File: src/rtl/layer_sequencer.sv
// Control FSM for one fully connected layer: clear, fetch/MAC per input element, bias, activation, handoff.
// All req/valid/status outputs are flops; each handshake takes at least one cycle, stalls hold the request.
module layer_sequencer #(
  parameter int N_IN = 2,
  parameter int AW   = 1,
  parameter int CW   = 16
) (
  input  logic          clk,
  input  logic          rst,
  input  logic          start,
  output logic          busy,
  output logic          done,
  output logic          in_req,
  output logic [AW-1:0] in_addr,
  input  logic          in_ack,
  output logic          mac_clr,
  output logic          mac_req,
  input  logic          mac_ack,
  output logic          add_req,
  input  logic          add_ack,
  output logic          act_req,
  input  logic          act_ack,
  output logic          out_valid,
  input  logic          out_ready,
  output logic          err,
  output logic [CW-1:0] cycles
);

  typedef enum logic [2:0] {
    S_IDLE, S_CLEAR, S_FETCH, S_MAC, S_BIAS, S_ACT, S_WRITE
  } state_t;

  localparam logic [AW-1:0] K_LAST = AW'(N_IN - 1);

  state_t        state_q, state_d;
  logic [AW-1:0] k_q, k_d;
  logic [CW-1:0] cycles_q, cycles_d;
  logic          busy_q, busy_d;
  logic          done_q, done_d;
  logic          in_req_q, in_req_d;
  logic          mac_clr_q, mac_clr_d;
  logic          mac_req_q, mac_req_d;
  logic          add_req_q, add_req_d;
  logic          act_req_q, act_req_d;
  logic          out_valid_q, out_valid_d;
  logic          err_q, err_d;
  logic          spurious;

  always_ff @(posedge clk) begin
    if (rst) begin
      state_q     <= S_IDLE;
      k_q         <= '0;
      cycles_q    <= '0;
      busy_q      <= 1'b0;
      done_q      <= 1'b0;
      in_req_q    <= 1'b0;
      mac_clr_q   <= 1'b0;
      mac_req_q   <= 1'b0;
      add_req_q   <= 1'b0;
      act_req_q   <= 1'b0;
      out_valid_q <= 1'b0;
      err_q       <= 1'b0;
    end else begin
      state_q     <= state_d;
      k_q         <= k_d;
      cycles_q    <= cycles_d;
      busy_q      <= busy_d;
      done_q      <= done_d;
      in_req_q    <= in_req_d;
      mac_clr_q   <= mac_clr_d;
      mac_req_q   <= mac_req_d;
      add_req_q   <= add_req_d;
      act_req_q   <= act_req_d;
      out_valid_q <= out_valid_d;
      err_q       <= err_d;
    end
  end

  always_comb begin
    state_d = state_q;
    k_d     = k_q;
    case (state_q)
      S_IDLE: begin
        if (start) begin
          state_d = S_CLEAR;
          k_d     = '0;
        end
      end
      S_CLEAR: state_d = S_FETCH;
      S_FETCH: if (in_ack) state_d = S_MAC;
      S_MAC: begin
        if (mac_ack) begin
          if (k_q == K_LAST) begin
            state_d = S_BIAS;
          end else begin
            k_d     = k_q + 1'b1;
            state_d = S_FETCH;
          end
        end
      end
      S_BIAS:  if (add_ack)   state_d = S_ACT;
      S_ACT:   if (act_ack)   state_d = S_WRITE;
      S_WRITE: if (out_ready) state_d = S_IDLE;
      default: state_d = S_IDLE;
    endcase
  end

  // Requests are decoded from the next state so they rise on state entry and drop right after the ack.
  always_comb begin
    busy_d      = (state_d != S_IDLE);
    done_d      = (state_q == S_WRITE) && out_ready;
    mac_clr_d   = (state_d == S_CLEAR);
    in_req_d    = (state_d == S_FETCH);
    mac_req_d   = (state_d == S_MAC);
    add_req_d   = (state_d == S_BIAS);
    act_req_d   = (state_d == S_ACT);
    out_valid_d = (state_d == S_WRITE);

    spurious = (in_ack    && !in_req_q)  ||
               (mac_ack   && !mac_req_q) ||
               (add_ack   && !add_req_q) ||
               (act_ack   && !act_req_q) ||
               (out_ready && !out_valid_q);
    err_d = err_q || spurious;

    cycles_d = cycles_q;
    if (state_q == S_IDLE && start) begin
      cycles_d = '0;
    end else if (busy_q && (cycles_q != '1)) begin
      cycles_d = cycles_q + 1'b1;
    end
  end

  assign busy      = busy_q;
  assign done      = done_q;
  assign in_req    = in_req_q;
  assign in_addr   = k_q;
  assign mac_clr   = mac_clr_q;
  assign mac_req   = mac_req_q;
  assign add_req   = add_req_q;
  assign act_req   = act_req_q;
  assign out_valid = out_valid_q;
  assign err       = err_q;
  assign cycles    = cycles_q;

endmodule

File: config.mk
export PLATFORM = sky130hd
export DESIGN_NAME = layer_sequencer
export DESIGN_NICKNAME = d
export VERILOG_FILES = /design/src/rtl/layer_sequencer.sv
export SDC_FILE = /design/constraint.sdc
export NUM_CORES = 1
export LEC_CHECK = 0
export ABC_AREA = 1
export BUFFER_PORTS_ARGS = -buffer_cell sky130_fd_sc_hd__buf_2
export CORE_MARGIN = 2
export CORE_UTILIZATION = 48
export DETAILED_ROUTE_END_ITERATION = 10
export PLACE_DENSITY = 0.85
export REMOVE_ABC_BUFFERS = 1
export SLEW_MARGIN = 20
export SYNTH_ARGS = -nofsm -noshare
export SYNTH_HDL_FRONTEND = slang
export SYNTH_SLANG_ARGS = --single-unit
File: constraint.sdc
create_clock -name clk -period 1.5 [get_ports clk]
set_input_delay 0 -clock clk [delete_from_list [all_inputs] [get_ports clk]]
set_output_delay 0 -clock clk [all_outputs]
set_load 0.01 [all_outputs]
==> impl_metrics.toml <==
[floorplan]
die_y_um = 59.9
ios = 34
start_util = 0.500
dieArea_um2 = 3590
coreArea_um2 = 3000
rows = 20
die_w_um = 59.9

[synth]
syn_area_um2 = 1500
yosysSeqAreaShare = 0.387
yosys.cell_types.count = 21
synth_area_leaders = "dfxtp_1 (39%), nand2_1 (14%), nor2_1 (7.8%)"
synth_area_per_cell_um2 = 6.88
yosys_warnings = 0
synth_cells = 218
synth_top_area_share = 0.387
synth_seq_cells = 29
synth_largest_area_cell = "dfxtp_1"

[critical_path]
r2r_start = "cycles[0]"
rr_worst_depth = 8
criticalPathCategory = "reg -> reg"
arrival_ns = 1.63
rrSetupSlack_ns = 0.10
timing.rr.end = "cycles[15]"
start_kind = "register"
endpoint_kind = "register"
cp_max_fo = 6
crit_required_ns = 1.73

[final_layout]
layout.nets = 284
diodes = 0
fillers = 261
syn_to_final_growth_pct = 32.0
fin_util = 0.660
layout-drive-gt1-share = 0.326
finalInstanceArea_um2 = 1980

[power]
ir_drop_uv = 642
cellPowerDensity_nw_per_um2 = 886
leakagePower_uw = 0.000880

[global_routing]
grt_max_degree = 11
grt-ovfl-total = 0
antenna_found_initial = 0
grt_usage = 0.227
grt_pass1_wl_um = 6080
grt_pass1_vias = 1446

[routing]
drt_wl_total_um = 3710
ant_nets = 0
drt_pass1_iterations = 4
vias = 1626
viasPerCell = 5.26
first_iter_violations = 86
drc_errors = 0
wl_per_cell_um = 12.0

[cts]
cts_tree = "yes"
cts_buffers = 5
path_clk_slew_ns = 0.10
cts-htree-levels = 2
cts_num_sinks = 29
clk-insertion-delay-late_ns = 0.34
cts-root-buf = "clkbuf_4"
clock_path_buffers = 2

[sta]
finalSetupTns_ns = 0
finClkSkew_ns = 0.00742
fmax_ghz = 0.715
slew_headroom = 0.818
timing.final.crit_share = 0.932
setup_viol = 0
worst_pin_slew_ns = 0.273
final_max_slew_viol_count = 0
setup_ws_ns = 0.101
period_needed_ns = 1.40
final_hold_viol_count = 0

[place]
placed_area_um2 = 1780
placement.io_buffers = 33
pre_cts_ws_ns = 0.0276
hpwl_um = 2640
gp_congestion = 0.905

[min_path]
hold_start = "add_ack"
whs_endpoint = "state_q[0]"
holdPathStages = 5
hold_path.class = "in -> reg"

[run_status]
status = "completed"

[flow_run]
maxCapViolations = 0
[registers in the layout, indices dropped and copies added (netlist names)]
name	cells
in_req	1
mac_req	1
act_req	1
cycles	16
add_req	1
err	1
state_q	3
in_addr	1
out_valid	1
mac_clr	1
done	1
busy	1
[how the worst max path moves through the flow]
stage | from | to | slack, ns | cells past startpoint
3_3_place_gp | cycles[0] | cycles[15] | 0.08 | 9
6_report | cycles[0] | cycles[15] | 0.10 | 8
5_1_grt | cycles[0] | cycles[15] | -0.02 | 8
2_1_floorplan | cycles[0] | cycles[11] | -0.08 | 7
4_1_cts | cycles[0] | cycles[10] | 0.01 | 11
3_5_place_dp | cycles[0] | cycles[15] | 0.03 | 9
[area by class of cell]
type,count,area [um2],share of cell area
Clock inverter,2,37.5,0.0190
Sequential cell,29,589,0.298
Clock buffer,6,51.3,0.0259
Inverter,26,97.6,0.0493
Timing Repair Buffer,54,345,0.174
Tap cell,33,41.3,0.0208
Multi-Input combinational cell,159,818,0.413
[layout by cell type (no fill, tap or decap)]
| cell | synthesis | layout |
|---|---|---|
| a21oi_1 | 4 | 4 |
| a21oi_2 | 10 | 10 |
| a32o_1 | 1 | 1 |
| buf_12 | 0 | 1 |
| buf_2 | 3 | 33 |
| buf_4 | 0 | 16 |
| bufinv_16 | 0 | 1 |
| clkbuf_4 | 0 | 5 |
| clkbuf_8 | 0 | 1 |
| clkinvlp_4 | 0 | 1 |
| dfxtp_1 | 29 | 22 |
| dfxtp_2 | 0 | 7 |
| dlygate4sd3_1 | 0 | 4 |
| ha_4 | 0 | 1 |
| inv_1 | 26 | 26 |
| nand2_1 | 57 | 57 |
| nand2_2 | 5 | 5 |
| nand3_1 | 16 | 16 |
| nand4_1 | 10 | 10 |
| nor2_1 | 31 | 29 |
| nor2_2 | 5 | 6 |
| nor2_4 | 1 | 2 |
| nor3_1 | 4 | 4 |
| o21ai_0 | 5 | 5 |
| o21ai_2 | 1 | 1 |
| o22ai_1 | 2 | 2 |
| xnor2_1 | 2 | 2 |
| xor2_1 | 4 | 4 |
[power breakdown]
group / total (uW) / internal (uW) / switching, uW
clock: 679 / 396 / 283
combinational: 261 / 110 / 152
sequential: 815 / 794 / 21.5
total: 1760 / 1300 / 456
[worst max-delay path, stage by stage (launching register included)]
cell	delay, ns
dfxtp_2	0.36
buf_4	0.15
nand3_1	0.11
nor2_2	0.20
nand3_1	0.11
nor2_1	0.16
nand3_1	0.10
nand2_1	0.07
nor2_1	0.04
[cell usage after synthesis]
library cell,count
nor2_1,31
o21ai_2,1
ha_1,1
nand3_1,16
dfxtp_1,29
buf_2,3
o22ai_1,2
xor2_1,4
inv_1,26
buf_6,1
nand2_2,5
nor3_1,4
nor2_2,5
a21oi_1,4
nand4_1,10
xnor2_1,2
a32o_1,1
a21oi_2,10
nor2_4,1
nand2_1,57
o21ai_0,5
[cells by family after synthesis]
kind of cell / count (synthesis) / synth area share
flip-flops: 29 / 0.387
AND/OR/NAND/NOR: 129 / 0.378
adder cells (fa/ha/maj): 1 / 0.00834
AO/OA/AOI/OAI: 23 / 0.109
XOR/XNOR: 6 / 0.0350
buffers and inverters: 30 / 0.0826
[metrics by stage]
| step | hold slack (ns) | total power (uW) | std cells |
|---|---|---|---|
| final | 0.0923 | 1760 | 309 |
| after global routing | 0.0972 | 1850 | 309 |
| after CTS | 0.0822 | 1750 | 307 |
| after detailed placement | 0.258 | 1050 | 293 |
| after global placement | 0.257 | 1040 | 293 |
| after floorplan | 0.0691 | 952 | 214 |
[per-layer routing]
| layer | up-vias | wire [um] | global-route usage | part of all wire |
|---|---|---|---|---|
| met1 | 759 | 1630 | 0.267 | 0.44 |
| met3 | 11 | 184 | 0.0671 | 0.050 |
| li1 | 812 | - | - | - |
| met4 | 0 | 101 | 0.114 | 0.027 |
| met2 | 44 | 1790 | 0.374 | 0.48 |
| met5 | - | 0 | 0 | 0 |
[repair_timing]
action	CTS	global route
pin swaps	1	3
cloned	0	0
gates resized for setup	0	12
setup buffers	2	2
hold buffers	4	0
setup endpoints to repair	2	17
hold endpoints to repair	6	0
Power figures use the tool's default switching activity.
